`src/rtl/weight_fetch_sequencer_if.sv`:
```
// Handshake/bus bundle between the weight fetch sequencer, the layer
// controller, the weight ROM and the MAC array.
interface weight_fetch_sequencer_if #(
  parameter int N      = 8,
  parameter int ADDR_W = 8
);
  logic              start;
  logic              busy;
  logic              done;
  logic [ADDR_W-1:0] rom_addr;
  logic [N-1:0]      rom_data;
  logic [N-1:0]      w_data;
  logic              w_valid;
  logic              w_ready;
  logic [7:0]        w_neuron;
  logic              w_last_in;
  logic              w_last;

  // sequencer side
  modport master (
    input  start, rom_data, w_ready,
    output busy, done, rom_addr, w_data, w_valid, w_neuron, w_last_in, w_last
  );

  // controller / ROM / MAC side
  modport slave (
    output start, rom_data, w_ready,
    input  busy, done, rom_addr, w_data, w_valid, w_neuron, w_last_in, w_last
  );
endinterface

```
`src/rtl/weight_fetch_sequencer.sv`:
```
// Walks the weight ROM of one fully-connected layer (input fastest, then
// neuron) and streams the weights to the MAC array. A 2-entry output FIFO
// plus a one-read-in-flight credit scheme hides the ROM read latency and
// absorbs MAC backpressure without losing or duplicating words.
module weight_fetch_sequencer #(
  parameter int N         = 8,
  parameter int Q         = 7,
  parameter int NUM_IN    = 8,
  parameter int NUM_OUT   = 16,
  parameter int BASE_ADDR = 0,
  parameter int ADDR_W    = 8
) (
  input  logic                    clk,
  input  logic                    rst,
  weight_fetch_sequencer_if.master bus
);

  localparam int IW = (NUM_IN > 1) ? $clog2(NUM_IN) : 1;

  // Q is only carried for datapath consistency; reject nonsense configs.
  if (Q < 0 || Q >= N) begin : g_bad_q
    $error("weight_fetch_sequencer: Q must be in [0, N-1]");
  end
  if (NUM_IN < 1 || NUM_OUT < 1 || NUM_OUT > 256) begin : g_bad_dims
    $error("weight_fetch_sequencer: NUM_IN>=1, 1<=NUM_OUT<=256 required");
  end
  if (BASE_ADDR + NUM_IN * NUM_OUT > (1 << ADDR_W)) begin : g_bad_addr
    $error("weight_fetch_sequencer: layer does not fit in ROM address space");
  end

  typedef enum logic [1:0] {S_IDLE, S_RUN, S_DRAIN} state_t;

  typedef struct packed {
    logic [7:0] neuron;
    logic       last_in;
    logic       last;
  } tag_t;

  typedef struct packed {
    logic [N-1:0] data;
    tag_t         tag;
  } word_t;

  state_t            state_q;
  logic              busy_q, done_q;
  logic [ADDR_W-1:0] rom_addr_q;
  logic [IW-1:0]     in_cnt_q;
  logic [7:0]        nrn_cnt_q;
  logic              infl_q;
  tag_t              infl_tag_q;
  word_t             mem_q [2];
  logic              wr_q, rd_q;
  logic [1:0]        occ_q;

  logic       pop, issue, is_last_in, is_last_nrn, drain_done;
  logic [1:0] used;

  // A word leaving this cycle frees its slot for an issue in the same cycle,
  // which is what sustains one weight per cycle under full throughput.
  assign pop         = (occ_q != 2'd0) & bus.w_ready;
  assign used        = occ_q + {1'b0, infl_q} - {1'b0, pop};
  assign is_last_in  = (in_cnt_q == IW'(NUM_IN - 1));
  assign is_last_nrn = (nrn_cnt_q == 8'(NUM_OUT - 1));
  assign issue       = (state_q == S_RUN) & (used < 2'd2);
  assign drain_done  = (state_q == S_DRAIN) & ~infl_q &
                       ((occ_q == 2'd0) | ((occ_q == 2'd1) & pop));

  // Layer FSM: start/busy/done handshake with the layer controller.
  always_ff @(posedge clk) begin
    if (rst) begin
      state_q <= S_IDLE;
      busy_q  <= 1'b0;
      done_q  <= 1'b0;
    end else begin
      done_q <= 1'b0;
      case (state_q)
        S_IDLE: if (bus.start && !done_q) begin
          state_q <= S_RUN;
          busy_q  <= 1'b1;
        end
        S_RUN: if (issue && is_last_in && is_last_nrn) state_q <= S_DRAIN;
        S_DRAIN: if (drain_done) begin
          state_q <= S_IDLE;
          busy_q  <= 1'b0;
          done_q  <= 1'b1;
        end
        default: state_q <= S_IDLE;
      endcase
    end
  end

  // Address/index counters; tags of the in-flight read travel with it.
  always_ff @(posedge clk) begin
    if (rst) begin
      rom_addr_q <= ADDR_W'(BASE_ADDR);
      in_cnt_q   <= '0;
      nrn_cnt_q  <= '0;
      infl_q     <= 1'b0;
      infl_tag_q <= '0;
    end else begin
      infl_q <= issue;
      if (issue) begin
        // counters wrap to 0 after the final issue, so (0,0) marks a new sweep
        rom_addr_q <= (in_cnt_q == '0 && nrn_cnt_q == '0) ? ADDR_W'(BASE_ADDR)
                                                          : rom_addr_q + 1'b1;
        infl_tag_q <= '{neuron: nrn_cnt_q, last_in: is_last_in,
                        last: is_last_in & is_last_nrn};
        if (is_last_in) begin
          in_cnt_q  <= '0;
          nrn_cnt_q <= is_last_nrn ? 8'd0 : nrn_cnt_q + 8'd1;
        end else begin
          in_cnt_q  <= in_cnt_q + 1'b1;
        end
      end
    end
  end

  // 2-entry output FIFO; the ROM word lands one cycle after its issue.
  always_ff @(posedge clk) begin
    if (rst) begin
      for (int i = 0; i < 2; i++) mem_q[i] <= '0;
      wr_q  <= 1'b0;
      rd_q  <= 1'b0;
      occ_q <= 2'd0;
    end else begin
      if (infl_q) begin
        mem_q[wr_q] <= '{data: bus.rom_data, tag: infl_tag_q};
        wr_q        <= ~wr_q;
      end
      if (pop) rd_q <= ~rd_q;
      occ_q <= occ_q + {1'b0, infl_q} - {1'b0, pop};
    end
  end

  assign bus.busy      = busy_q;
  assign bus.done      = done_q;
  assign bus.rom_addr  = rom_addr_q;
  assign bus.w_valid   = (occ_q != 2'd0);
  assign bus.w_data    = mem_q[rd_q].data;
  assign bus.w_neuron  = mem_q[rd_q].tag.neuron;
  assign bus.w_last_in = mem_q[rd_q].tag.last_in;
  assign bus.w_last    = mem_q[rd_q].tag.last;

endmodule

```
`src/flat_wrapper.sv`:
```
// flat-port wrapper written by rule: the top's interface ports become plain ports
module weight_fetch_sequencer_flat 
#(
  parameter int N         = 8,
  parameter int Q         = 7,
  parameter int NUM_IN    = 8,
  parameter int NUM_OUT   = 16,
  parameter int BASE_ADDR = 0,
  parameter int ADDR_W    = 8
)
  (clk, rst, bus_start, bus_rom_data, bus_w_ready, bus_busy, bus_done, bus_rom_addr, bus_w_data, bus_w_valid, bus_w_neuron, bus_w_last_in, bus_w_last);
  weight_fetch_sequencer_if #(.N(N), .ADDR_W(ADDR_W)) bus_i ();
  input  logic clk;
  input  logic rst;
  input wire logic [$bits(bus_i.start)-1:0] bus_start;
  input wire logic [$bits(bus_i.rom_data)-1:0] bus_rom_data;
  input wire logic [$bits(bus_i.w_ready)-1:0] bus_w_ready;
  output wire logic [$bits(bus_i.busy)-1:0] bus_busy;
  output wire logic [$bits(bus_i.done)-1:0] bus_done;
  output wire logic [$bits(bus_i.rom_addr)-1:0] bus_rom_addr;
  output wire logic [$bits(bus_i.w_data)-1:0] bus_w_data;
  output wire logic [$bits(bus_i.w_valid)-1:0] bus_w_valid;
  output wire logic [$bits(bus_i.w_neuron)-1:0] bus_w_neuron;
  output wire logic [$bits(bus_i.w_last_in)-1:0] bus_w_last_in;
  output wire logic [$bits(bus_i.w_last)-1:0] bus_w_last;
  assign bus_i.start = bus_start;
  assign bus_i.rom_data = bus_rom_data;
  assign bus_i.w_ready = bus_w_ready;
  assign bus_busy = bus_i.busy;
  assign bus_done = bus_i.done;
  assign bus_rom_addr = bus_i.rom_addr;
  assign bus_w_data = bus_i.w_data;
  assign bus_w_valid = bus_i.w_valid;
  assign bus_w_neuron = bus_i.w_neuron;
  assign bus_w_last_in = bus_i.w_last_in;
  assign bus_w_last = bus_i.w_last;
  weight_fetch_sequencer #(.N(N), .Q(Q), .NUM_IN(NUM_IN), .NUM_OUT(NUM_OUT), .BASE_ADDR(BASE_ADDR), .ADDR_W(ADDR_W)) u_core (.clk(clk), .rst(rst), .bus(bus_i));
endmodule
```
`config.mk`:
```
export PLATFORM = sky130hd
export DESIGN_NAME = weight_fetch_sequencer_flat
export DESIGN_NICKNAME = d
export VERILOG_FILES = /design/src/rtl/weight_fetch_sequencer_if.sv /design/src/rtl/weight_fetch_sequencer.sv /design/src/flat_wrapper.sv
export SDC_FILE = /design/constraint.sdc
export NUM_CORES = 1
export LEC_CHECK = 0
export CORE_AREA = 2 2 100 102
export DETAILED_ROUTE_END_ITERATION = 8
export DIE_AREA = 0 0 102 104
export PLACE_DENSITY = 0.51
export SLEW_MARGIN = 20
export SYNTH_ARGS = -nofsm -noshare
export SYNTH_HDL_FRONTEND = slang
export SYNTH_SLANG_ARGS = --single-unit
export TNS_END_PERCENT = 5
```
`constraint.sdc`:
```
create_clock -name clk -period 6.3 [get_ports clk]
set_clock_uncertainty 0.05 [all_clocks]
set_input_delay 1.26 -clock clk [delete_from_list [all_inputs] [get_ports clk]]
set_output_delay 1.26 -clock clk [all_outputs]
set_load 0.01 [all_outputs]
```
---- After elaboration in Yosys (flattened, before gate mapping) ----
Memories as Yosys holds them, arrays and structs flattened. A register that Yosys moved wholly into a read port is not among the register bits.
Index checks and enable logic that the tools add are counted.
Widths: inputs -> output; s select.
cells by class
  bitwise logic cells ..................... 11
  reductions and logical operators ........ 16
  order comparisons ....................... 1
  $add $sub $neg .......................... 5
  eq/ne operators ......................... 8
  mux-type cells .......................... 21
operators by type and width
  operator             number
  $mux 18              1
  $reduce_or 18->1     1
  $add 8x1->8 const B  2
  $mux 8               2
  $mux 1               12
  $eq 8x4->1 const B   1
  $logic_not 8->1      1
  $and 1x1->1          6
  $mux 2               3
  $pmux 2 s3           1
  $reduce_and 3->1     2
  $eq 2x1->1 const B   2
  $logic_and 1x1->1    4
  $logic_not 2->1      2
  $ne 2x1->1 const B   2
  $not 1->1            4
  $reduce_bool 2->1    2
  $add 3x1->3 const B  1
  $eq 3x3->1 const B   1
  $logic_not 3->1      1
  $mux 3               1
  $add 2x1->2          1
  $eq 2x2->1 const B   1
  $lt 2x2->1 const B   1
  7 further kinds      7
word-level totals
  memory bits (writable) .................. 36
  input port bits ......................... 12
  register bits after elaboration ......... 38
  logic and storage cells ................. 76
  memories ................................ 1
memories
  name          depth  bits a word  rd ports  clocked after Yosys merged registers in  write ports  line                          source
  u_core.mem_q  2      18           1         1                                        2            weight_fetch_sequencer.sv:51  word_t mem_q [2];

---- Longest topological paths before layout ----
Gate-level depths: netlist of run 1.
  depth in word-level cells ............... 9
  depth in mapped cells ................... 10
  gate-level depth less buffers ........... 9

---- Worst setup path before layout of run 1 ----
No wires, ideal clock.
  path kind ............................... input port to flip-flop
  from .................................... in bus_w_ready
  to ...................................... reg u_core.rom_addr_q[7] (netlist: u_core.bus.rom_addr[7])
  buffers on the path ..................... 1
  stages on the path ...................... 9
  path slack .............................. 3.299 ns
  data arrival time ....................... 2.819 ns
  library setup time ...................... 0.131 ns
  cell sequence ........................... and2_1 -> ha_1 -> inv_1 -> ha_1 -> xor3_1 -> buf_6 -> nor4_2 -> xnor2_1 -> nor2_1
between the ends
  word-level cells in the longest chain between the ends .. 4
ends and longest elaborated chain
  element               line                           source
  from (decl)           flat_wrapper.sv:17             input wire logic [$bits(bus_i.w_ready)-1:0] bus_w_ready;
  $and 1x1->1           weight_fetch_sequencer.sv:60   assign pop = (occ_q != 2'd0) & bus.w_ready;
  $sub 2x1->2           weight_fetch_sequencer.sv:61   assign used = occ_q + {1'b0, infl_q} - {1'b0, pop};
  $lt 2x2->1            weight_fetch_sequencer.sv:64   assign issue = (state_q == S_RUN) & (used < 2'd2);
  $and 1x1->1           weight_fetch_sequencer.sv:64
  to (signal assigned)  weight_fetch_sequencer.sv:95   rom_addr_q <= ADDR_W'(BASE_ADDR);
  to (signal assigned)  weight_fetch_sequencer.sv:104  rom_addr_q <= (in_cnt_q == '0 && nrn_cnt_q == '0) ? ADDR_W'(BASE_ADDR)
  to (decl)             weight_fetch_sequencer.sv:46   logic [ADDR_W-1:0] rom_addr_q;
Every way passes these cells.
A chain may end at the register's enable or synchronous reset.

---- Worst setup path in the final report of run 1 ----
  from .................................... in bus_w_ready
  to ...................................... reg u_core.infl_tag_q[3] (netlist name)
between the ends
  word-level cells in the longest chain between the ends .. 4
ends and longest elaborated chain
  element               line                           source
  $and 1x1->1           weight_fetch_sequencer.sv:60
  net u_core.pop        weight_fetch_sequencer.sv:55   logic pop, issue, is_last_in, is_last_nrn, drain_done;
  $sub 2x1->2           weight_fetch_sequencer.sv:61
  $lt 2x2->1            weight_fetch_sequencer.sv:64
  $and 1x1->1           weight_fetch_sequencer.sv:64
  to (signal assigned)  weight_fetch_sequencer.sv:106  infl_tag_q <= '{neuron: nrn_cnt_q, last_in: is_last_in,
  to (decl)             weight_fetch_sequencer.sv:50   tag_t infl_tag_q;
The timed path passes the listed nets, and every way through them passes these cells.

==> metrics.cfg, run 1 <==
[clock_network]
clk_pin_slew_worst_paths_ns=0.08
cts_resized=0
cts.path.max_buffers=2
cts_max_level=3
cts_setup_buffers=0
insertion_delay_ns=0.35
cts_buffers=9
cts_num_sinks=75
cts-root-buf=clkbuf_8
ctsHoldBuffers=0
cts_tree=yes

[sta]
finalCritPeriodShare_pct=57.8
tightest_slew_ns=0.984
fmax_mhz=274
hold_viol=0
final_max_slew_viol_count=0
setup-tns-final_ns=0
slew_headroom_pct=34.4
layout_min_cycle_time_ns=3.64
setup_viol_count_final=0
rsz0062_at_grt=no

[flow_run]
drv_cap=0

[setup_path]
crit_path_max_fanout=14
reg2reg_slack_ns=3.30
startpoint_type=input port
r2r_end=u_core.infl_tag_q[3]
timing.rr.start=u_core.occ_q[1]
required_ns=6.53
criticalPathCategory=in -> reg
cp.arrival_ns=3.88
r2r_cells=9
crit_path_end_kind=register

[placement]
place_area_sq_mm=0.00382
place_hpwl_mm=4.01
gp_congestion=0.763
io_buffers=40

[worst_hold_path]
hold_start=u_core.infl_tag_q[4]
hp-class=reg -> reg
hold_depth=2
whs_endpoint=u_core.infl_tag_q[4]

[route]
wl_mm=6.10
drc=0
dr.pass1.iters=4
ant_nets=0
wire_per_inst_um=12.8
drt_iter0_markers=109
post_drt_via_cell_ratio=4.48
vias=2142

[finish]
mostFrequentLayoutCell=clkdlybuf4s50_1
nets=360
layout_common_cells=clkdlybuf4s50_1 (40), dfxtp_1 (39), and2_1 (37)
syn_to_final_growth_pct=23.2
drive_gt1_share_pct=13.3
antenna_cells=0
final_cell_area_sq_mm=0.00405

[global_route]
overflow=0
antenna_found_initial=0
grt_max_degree=35
grtUsageTotal_pct=12.6
grt_pass1_vias=2143
grt_pass1_wl_mm=10.5

[floorplan]
initial_core_util_pct=34.4
rows=36
coreArea_sq_mm=0.00955
num_io_pins=41
die_y_um=104
die-area_sq_mm=0.0106
die_x_um=102

[power_and_ir_drop]
ir_drop_uv=139
leakage_uw=0.00142
power_density_mw_per_mm2=312

[status]
status=complete, no violations

[synth]
synthesis.area_sq_mm=0.00328
synth_nets=318
netlist_instances=298
yosys-top-cells-area=edfxtp_1 (33%), dfxtp_1 (24%), and2_1 (7.0%)
yosysTopAreaCell=edfxtp_1
synth_warnings=0
synth_top_area_share_pct=32.9
ys_ff_latch=75
ys_types=34
ys_seq_area_share_pct=56.7
synth_area_per_cell_sq_um=11.0

critical path: stages:
cell	delay, ns
clkdlybuf4s50_1	0.41
and2_1	0.17
ha_1	0.28
inv_1	0.06
ha_1	0.18
xor3_1	0.49
nor2_1	0.71
nand2_1	0.17
a21oi_1	0.15
power breakdown:
| part | leakage, uW | switching [uW] | internal (uW) |
|---|---|---|---|
| clock | 0.000110 | 186 | 226 |
| sequential | 0.000690 | 33.5 | 546 |
| combinational | 0.000624 | 130 | 142 |
metal layers:
metal,routed length [um],vias to the layer above,track usage (%)
met5,0,-,0
met4,97,0,4.86
met3,211,9,3.49
met2,2890,26,19.7
met1,2900,1003,16.4
li1,-,1104,-
final cells by class:
type	count	area [sq um]
Clock buffer	9	124
Clock inverter	7	103
Fill cell	955	5500
Inverter	11	41.3
Multi-Input combinational cell	200	1330
Sequential cell	75	1860
Tap cell	133	166
Timing Repair Buffer	43	423
cell usage after synthesis:
master,n
a21oi_1,18
and2_1,37
buf_1,1
buf_2,3
buf_6,1
clkbuf_1,7
dfxtp_1,39
edfxtp_1,36
ha_1,8
inv_1,11
mux2_2,18
mux2i_1,1
nand2_1,31
nand2b_1,1
nand3_1,10
nand3b_1,2
nand4_1,3
nor2_1,25
nor2b_1,2
nor3_1,4
nor3_2,1
nor3b_1,2
nor4_1,3
nor4_2,4
nor4b_1,2
o2111ai_1,1
o21ai_0,3
o21bai_1,3
or2_2,3
or3_1,2
xnor2_1,13
xnor3_1,1
xor2_1,1
xor3_1,1
worst max path at each step:
stage	start	to	slack, ns	cells past startpoint
global placement	bus_w_ready	u_core.bus.rom_addr[0]	2.31	9
global route	bus_w_ready	u_core.infl_tag_q[2]	2.38	9
finish	bus_w_ready	u_core.infl_tag_q[3]	2.66	9
detailed placement	bus_w_ready	u_core.bus.rom_addr[0]	2.26	9
CTS	bus_w_ready	u_core.infl_tag_q[3]	2.62	9
floorplan	bus_w_ready	u_core.bus.rom_addr[7]	3.30	9
registers in the layout, summed over array words and instances, names as in the netlist, named ones only:
signal,cells
u_core.infl_tag_q,10
u_core.bus.done,1
u_core.occ_q,2
u_core.bus.rom_addr,8
u_core.wr_q,1
u_core.infl_q,1
u_core.rd_q,1
u_core.state_q,2
u_core.in_cnt_q,3
u_core.bus.busy,1
u_core.mem_q,36
u_core.nrn_cnt_q,8
stage by stage:
stage | hold slack [ns] | setup WS, ns | power (uW) | std cells | util (%)
global route | 0.443 | 2.38 | 1330 | 478 | 42.4
global placement | 0.404 | 2.31 | 868 | 462 | 40.0
floorplan | 0.390 | 3.30 | 768 | 298 | -
finish | 0.411 | 2.66 | 1260 | 478 | 42.4
detailed placement | 0.406 | 2.26 | 869 | 462 | 40.0
CTS | 0.417 | 2.62 | 1280 | 478 | 42.4
cell families after synthesis:
logic type / Yosys count / synth area share, %
adders and majority gates: 8 / 3.05
DFF: 75 / 56.7
buffers and inverters: 23 / 2.97
muxes: 19 / 6.48
xor gates and xnor gates: 16 / 5.14
AOI/OAI and AO/OA: 25 / 4.15
and+or+nand+nor: 132 / 21.5
Note: power is estimated with default switching activity, not from simulation.
==> run 2: changes to the inputs <==
==> constraint.sdc (replaced) <==
create_clock -name clk -period 3.7 [get_ports clk]
set_clock_uncertainty 0.05 [all_clocks]
set_input_delay 0.74 -clock clk [delete_from_list [all_inputs] [get_ports clk]]
set_output_delay 0.74 -clock clk [all_outputs]
set_load 0.01 [all_outputs]
==> run 2 against run 1 <==
Against the previous run:
- sequential share of layout area up 0.40 points
- final area down 0.87%
- sequential cell count did not move
- count of clock-buffer cells in the layout stayed put
- non-clock buffer count increased by 3
- global-route usage rose by 0.21 points
- routed wire length is 2.6% higher
- combinational power rose by 86%
- via count is 1.7% higher
- critical path type unchanged
- critical endpoint is now u_core.bus.rom_addr[0]
- largest cell class unchanged
==> metrics.cfg, run 2 (synthesis gave the netlist of run 1 again) <==
[finish]
final_cell_area_sq_mm=0.00401  ; -0.87%
nets=363  ; +0.83%
final_core_util_pct=42.0  ; -0.37 points
top_register=u_core.mem_q
largest_reg_flops=36  ; unchanged
largest_registers=u_core.mem_q x36, u_core.infl_tag_q x10
n_fill_cell=965  ; +1.0%
layout_common_cells=clkdlybuf4s50_1 (40), dfxtp_1 (39), and2_1 (37)
mostFrequentLayoutCell=clkdlybuf4s50_1
antenna_cells=0  ; unchanged
drive_gt1_share_pct=13.8  ; +0.46 points
syn_to_final_growth_pct=22.2

[sta]
final_max_slew_viol_count=0  ; unchanged
setup-tns-final_ns=0  ; unchanged
slew_headroom_pct=33.3  ; -1.1 points
finalCritPeriodShare_pct=78.4
setup_viol_count_final=0  ; unchanged
layout_min_cycle_time_ns=2.90
fmax_mhz=345
tightest_slew_ns=1.00  ; +0.0163 ns
hold_viol=0  ; unchanged
rsz0062_at_grt=no

[placement]
place_area_sq_mm=0.00384  ; +0.59%
io_buffers=40  ; unchanged
place_hpwl_mm=4.12  ; +2.7%
gp_congestion=0.753  ; -1.3%

[power_and_ir_drop]
leakage_uw=0.00140  ; -1.4%
pwr-share-comb_pct=25.1  ; +3.6 points
switchingPower_uw=592  ; +69%
sw_frac_of_total_pct=29.3  ; +1.6 points
clkPwrFrac_pct=27.2  ; -5.4 points
intPower_uw=1430  ; +56%
power_density_mw_per_mm2=503  ; +61%
ir_drop_uv=187  ; +35%
pwr-share-seq_pct=47.7  ; +1.8 points
finalPower_uw=2020  ; +60%

[route]
wl_met2_mm=2.90  ; +0.28%
vias=2178  ; +1.7%
post_drt_via_cell_ratio=4.53  ; +1.0%
ant_nets=0  ; unchanged
wl_met3_um=225  ; +6.6%
wl_mm=6.26  ; +2.6%
met1_length_mm=3.02  ; +4.1%
drt_iter0_markers=60  ; -45%
routed.top_layer=met4
drc=0  ; unchanged
wire_per_inst_um=13.0  ; +2.0%
dr.pass1.iters=4  ; unchanged

[clock_network]
cts.path.max_buffers=2  ; unchanged
cts_buffers=9  ; unchanged
cts_num_sinks=75  ; unchanged
ctsHoldBuffers=0  ; unchanged
cts_resized=0  ; unchanged
insertion_delay_ns=0.35  ; about the same
cts-root-buf=clkbuf_8
clk_pin_slew_worst_paths_ns=0.07  ; about the same
cts_tree=yes
cts_setup_buffers=0  ; unchanged
cts_max_level=3  ; unchanged

[setup_path]
crit_path_end_kind=register
startpoint_type=input port
crit_path_max_fanout=12  ; -2
cp.arrival_ns=3.07  ; -0.81 ns
required_ns=3.87  ; -2.66 ns
criticalPathCategory=in -> reg

[floorplan]
die-area_sq_mm=0.0106  ; unchanged
initial_core_util_pct=34.4  ; unchanged
die_y_um=104  ; unchanged
coreArea_sq_mm=0.00955  ; unchanged
num_io_pins=41  ; unchanged
die_x_um=102  ; unchanged
rows=36  ; unchanged

[global_route]
grtUsageTotal_pct=12.8  ; +0.21 points
antenna_found_initial=0  ; unchanged
grt_max_degree=34  ; -2.9%
grt_pass1_wl_mm=10.4  ; -0.79%
grt_pass1_vias=2089  ; -2.5%
overflow=0  ; unchanged

[status]
status=complete, no violations

[worst_hold_path]
hp-class=reg -> reg

[flow_run]
drv_cap=0  ; unchanged

## run 2: changes by cell type in the layout (fill, tap and decap cells not counted)
cell | previous run | this run
buf_4 | 3 | 6
clkinv_4 | 4 | 1
bufinv_16 | 2 | 0
clkinvlp_4 | 1 | 3
clkinv_1 | 0 | 1
clkinv_2 | 0 | 1
clkinvlp_2 | 0 | 1
## run 2: routing by layer
| metal | vias up | GRT usage [%] |
|---|---|---|
| met5 | - | 0 |
| met1 | 1030 | 16.9 |
| li1 | 1106 | - |
| met3 | 9 | 3.63 |
| met4 | 0 | 5.71 |
| met2 | 33 | 19.4 |
## run 2: final cells by class
| cell class | count | area (sq um) | share of cell area, % |
|---|---|---|---|
| Clock inverter | 7 | 45.0 | 1.12 |
| Clock buffer | 9 | 124 | 3.09 |
| Timing Repair Buffer | 46 | 445 | 11.1 |
| Multi-Input combinational cell | 200 | 1330 | 33.1 |
| Tap cell | 133 | 166 | 4.15 |
| Sequential cell | 75 | 1860 | 46.4 |
| Inverter | 11 | 41.3 | 1.03 |
## run 2: power groups by stage
| stage | logic [uW] | clock network [uW] | registers [uW] |
|---|---|---|---|
| floorplan | 331 | 0 | 977 |
| detailed placement | 515 | 0 | 984 |
| CTS | 518 | 566 | 965 |
| global placement | 515 | 0 | 983 |
| global route | 558 | 599 | 972 |
| finish | 507 | 548 | 964 |
## run 2: final timing paths
path | from | endpoint | slack, ns | cells after the start
min reg2reg | u_core.infl_tag_q[9] | u_core.infl_tag_q[9] | 0.41 | 2
max reg2reg | u_core.occ_q[1] | u_core.bus.rom_addr[0] | 0.91 | 9
min | u_core.infl_tag_q[9] | u_core.infl_tag_q[9] | 0.41 | 2
max | bus_w_ready | u_core.bus.rom_addr[0] | 0.80 | 9
## run 2: critical path, cell delays in order
cell	delay (ns)
clkdlybuf4s50_1	0.41
and2_1	0.16
ha_1	0.29
inv_1	0.05
ha_1	0.17
xor3_1	0.36
nor2_1	0.64
xnor2_1	0.19
nor2_1	0.06
## run 2: through the flow
stage	setup slack (ns)	instances	hold slack (ns)
final	0.798	481	0.410
after global routing	0.585	481	0.446
after CTS	0.779	481	0.416
after detailed placement	0.402	465	0.406
after global placement	0.401	465	0.404
after floorplan	1.22	298	0.390
==> patch, RTL diff (settings of run 2) <==
Compare `nrn_cnt_q` against `8'(NUM_OUT - 1)` with >= in place of ==.
--- a/src/rtl/weight_fetch_sequencer.sv
+++ b/src/rtl/weight_fetch_sequencer.sv
@@ -60,7 +60,7 @@
   assign pop         = (occ_q != 2'd0) & bus.w_ready;
   assign used        = occ_q + {1'b0, infl_q} - {1'b0, pop};
   assign is_last_in  = (in_cnt_q == IW'(NUM_IN - 1));
-  assign is_last_nrn = (nrn_cnt_q == 8'(NUM_OUT - 1));
+  assign is_last_nrn = (nrn_cnt_q >= 8'(NUM_OUT - 1));
   assign issue       = (state_q == S_RUN) & (used < 2'd2);
   assign drain_done  = (state_q == S_DRAIN) & ~infl_q &
                        ((occ_q == 2'd0) | ((occ_q == 2'd1) & pop));
Check against the original RTL: no difference found for any inputs over 10 cycles, from zero or initial values and one cycle with rst high; that may be too few to reach the edited logic, so the function may still have changed.
==> patch against run 2 <==
Total power increased by 3.1%; final area decreased by 0.56%; setup slack got worse by 29 ps; combinational power increased by 4.7%; critical path depth unchanged; routed wire length decreased by 1.9%; count of clock-buffer cells in the layout unchanged; area after synthesis decreased by 1.2%; sequential cell count unchanged; cell count decreased by 1.7%; critical path type unchanged; largest power group unchanged.
==> patch: results (changes against run 2) <==
[synth]
synth-seq-area-share=0.574  ; +0.00700
yosysUniqueCellTypes=39  ; +15%
netlist_top_cells_count=39 x dfxtp_1, 37 x and2_1, 36 x edfxtp_1
synth-edff-count=36  ; unchanged
ys.flop_type=dfxtp_1
syn-num-nets=310  ; -2.5%
ys_top_cells_by_area=edfxtp_1 33%, dfxtp_1 24%, and2_1 7.1%

[layout]
finalNetCount=355  ; -2.2%
drive_above_1_share=0.138  ; +0.000304
nFillCells=946  ; -2.0%

[detailed_routing]
num_vias=2159  ; -0.87%
drtIter0Drc=80  ; +33%
dr.pass1.iters=4  ; unchanged
wire_per_inst_um=13.0  ; -0.27%

[global_routing]
grt_first_pass_wirelength_mm=10.2  ; -1.4%
track_usage=0.123  ; -0.00474
grt_pass1_vias=2095  ; +0.29%
grt_max_degree=35  ; +2.9%

[placed_design]
dp_hpwl_mm=4.01  ; -2.8%
gp_congestion=0.741  ; -1.6%
pre_cts_slack_ps=395  ; -7.36 ps

[clocking]
clkTransAtPathRegs_ps=90  ; +20 ps
cts.htree.levels=3  ; unchanged

[status]
status=complete, no violations

[sta]
tightestPinTransition_ps=1030  ; +26.6 ps
fin_ws_ps=768  ; -29.3 ps

[critical_path]
r2r-end=u_core.nrn_cnt_q[3]
r2r_setup_slack_ps=870  ; -40 ps
critical_path_arrival_ps=3170  ; +100 ps
cp_max_fo=10  ; -2

[power]
ir_drop_mv=0.222  ; +19%
p_leak_nw=1.45  ; +3.3%

patch: metrics by stage:
step / total power, mW / hold slack [ps] / instances / area, um2
floorplan: 1.31 / 390 / 290 / 3240
global placement: 1.52 / 396 / 457 / 3810
detailed placement: 1.52 / 401 / 457 / 3810
CTS: 2.10 / 413 / 473 / 3990
global route: 2.20 / 448 / 473 / 3990
finish: 2.08 / 414 / 473 / 3990
patch: kinds of logic (layout without fill, tap and decap cells):
kind of cell / count (synthesis) / in the layout / synth area share
AO/OA/AOI/OAI: 33 / 33 / 0.0605
adder cells (fa/ha/maj): 8 / 8 / 0.0309
buffers and inverters: 19 / 69 / 0.0247
AND/OR/NAND/NOR: 125 / 125 / 0.206
multiplexers: 19 / 19 / 0.0656
XOR/XNOR: 11 / 11 / 0.0390
flip-flops: 75 / 75 / 0.574
patch: critical path, cell delays in order:
cell             delay [ps]
clkdlybuf4s50_1         410
and2_1                  160
ha_1                    270
inv_1                    40
ha_1                    200
xnor3_2                 460
nand2_1                 230
or4_1                   520
a21oi_1                 140
patch: layout make-up:
type / instances / area [um2] / area share
Timing Repair Buffer: 45 / 438 / 0.110
Clock buffer: 9 / 124 / 0.0310
Clock inverter: 7 / 58.8 / 0.0147
Tap cell: 133 / 166 / 0.0417
Inverter: 8 / 30.0 / 0.00753
Multi-Input combinational cell: 196 / 1310 / 0.329
Sequential cell: 75 / 1860 / 0.467
patch: per-layer routing:
layer | share of wire | GRT usage
met2 | 0.48 | 0.195
met3 | 0.032 | 0.0249
met5 | 0 | 0
met4 | 0.014 | 0.0543
met1 | 0.48 | 0.161
patch: where the power goes:
group	internal, mW	switching (mW)
logic	0.277	0.254
registers	0.931	0.0353
clock network	0.253	0.333
total	1.46	0.622
patch: worst min path at each step:
stage                                    start              endpoint  slack (ps)
after floorplan            u_core.nrn_cnt_q[7]  u_core.infl_tag_q[9]         390
after global placement    u_core.infl_tag_q[5]  u_core.infl_tag_q[5]         400
after detailed placement  u_core.infl_tag_q[5]  u_core.infl_tag_q[5]         400
after CTS                 u_core.infl_tag_q[5]  u_core.infl_tag_q[5]         410
after global routing      u_core.infl_tag_q[6]  u_core.infl_tag_q[6]         450
final                     u_core.infl_tag_q[5]  u_core.infl_tag_q[5]         410
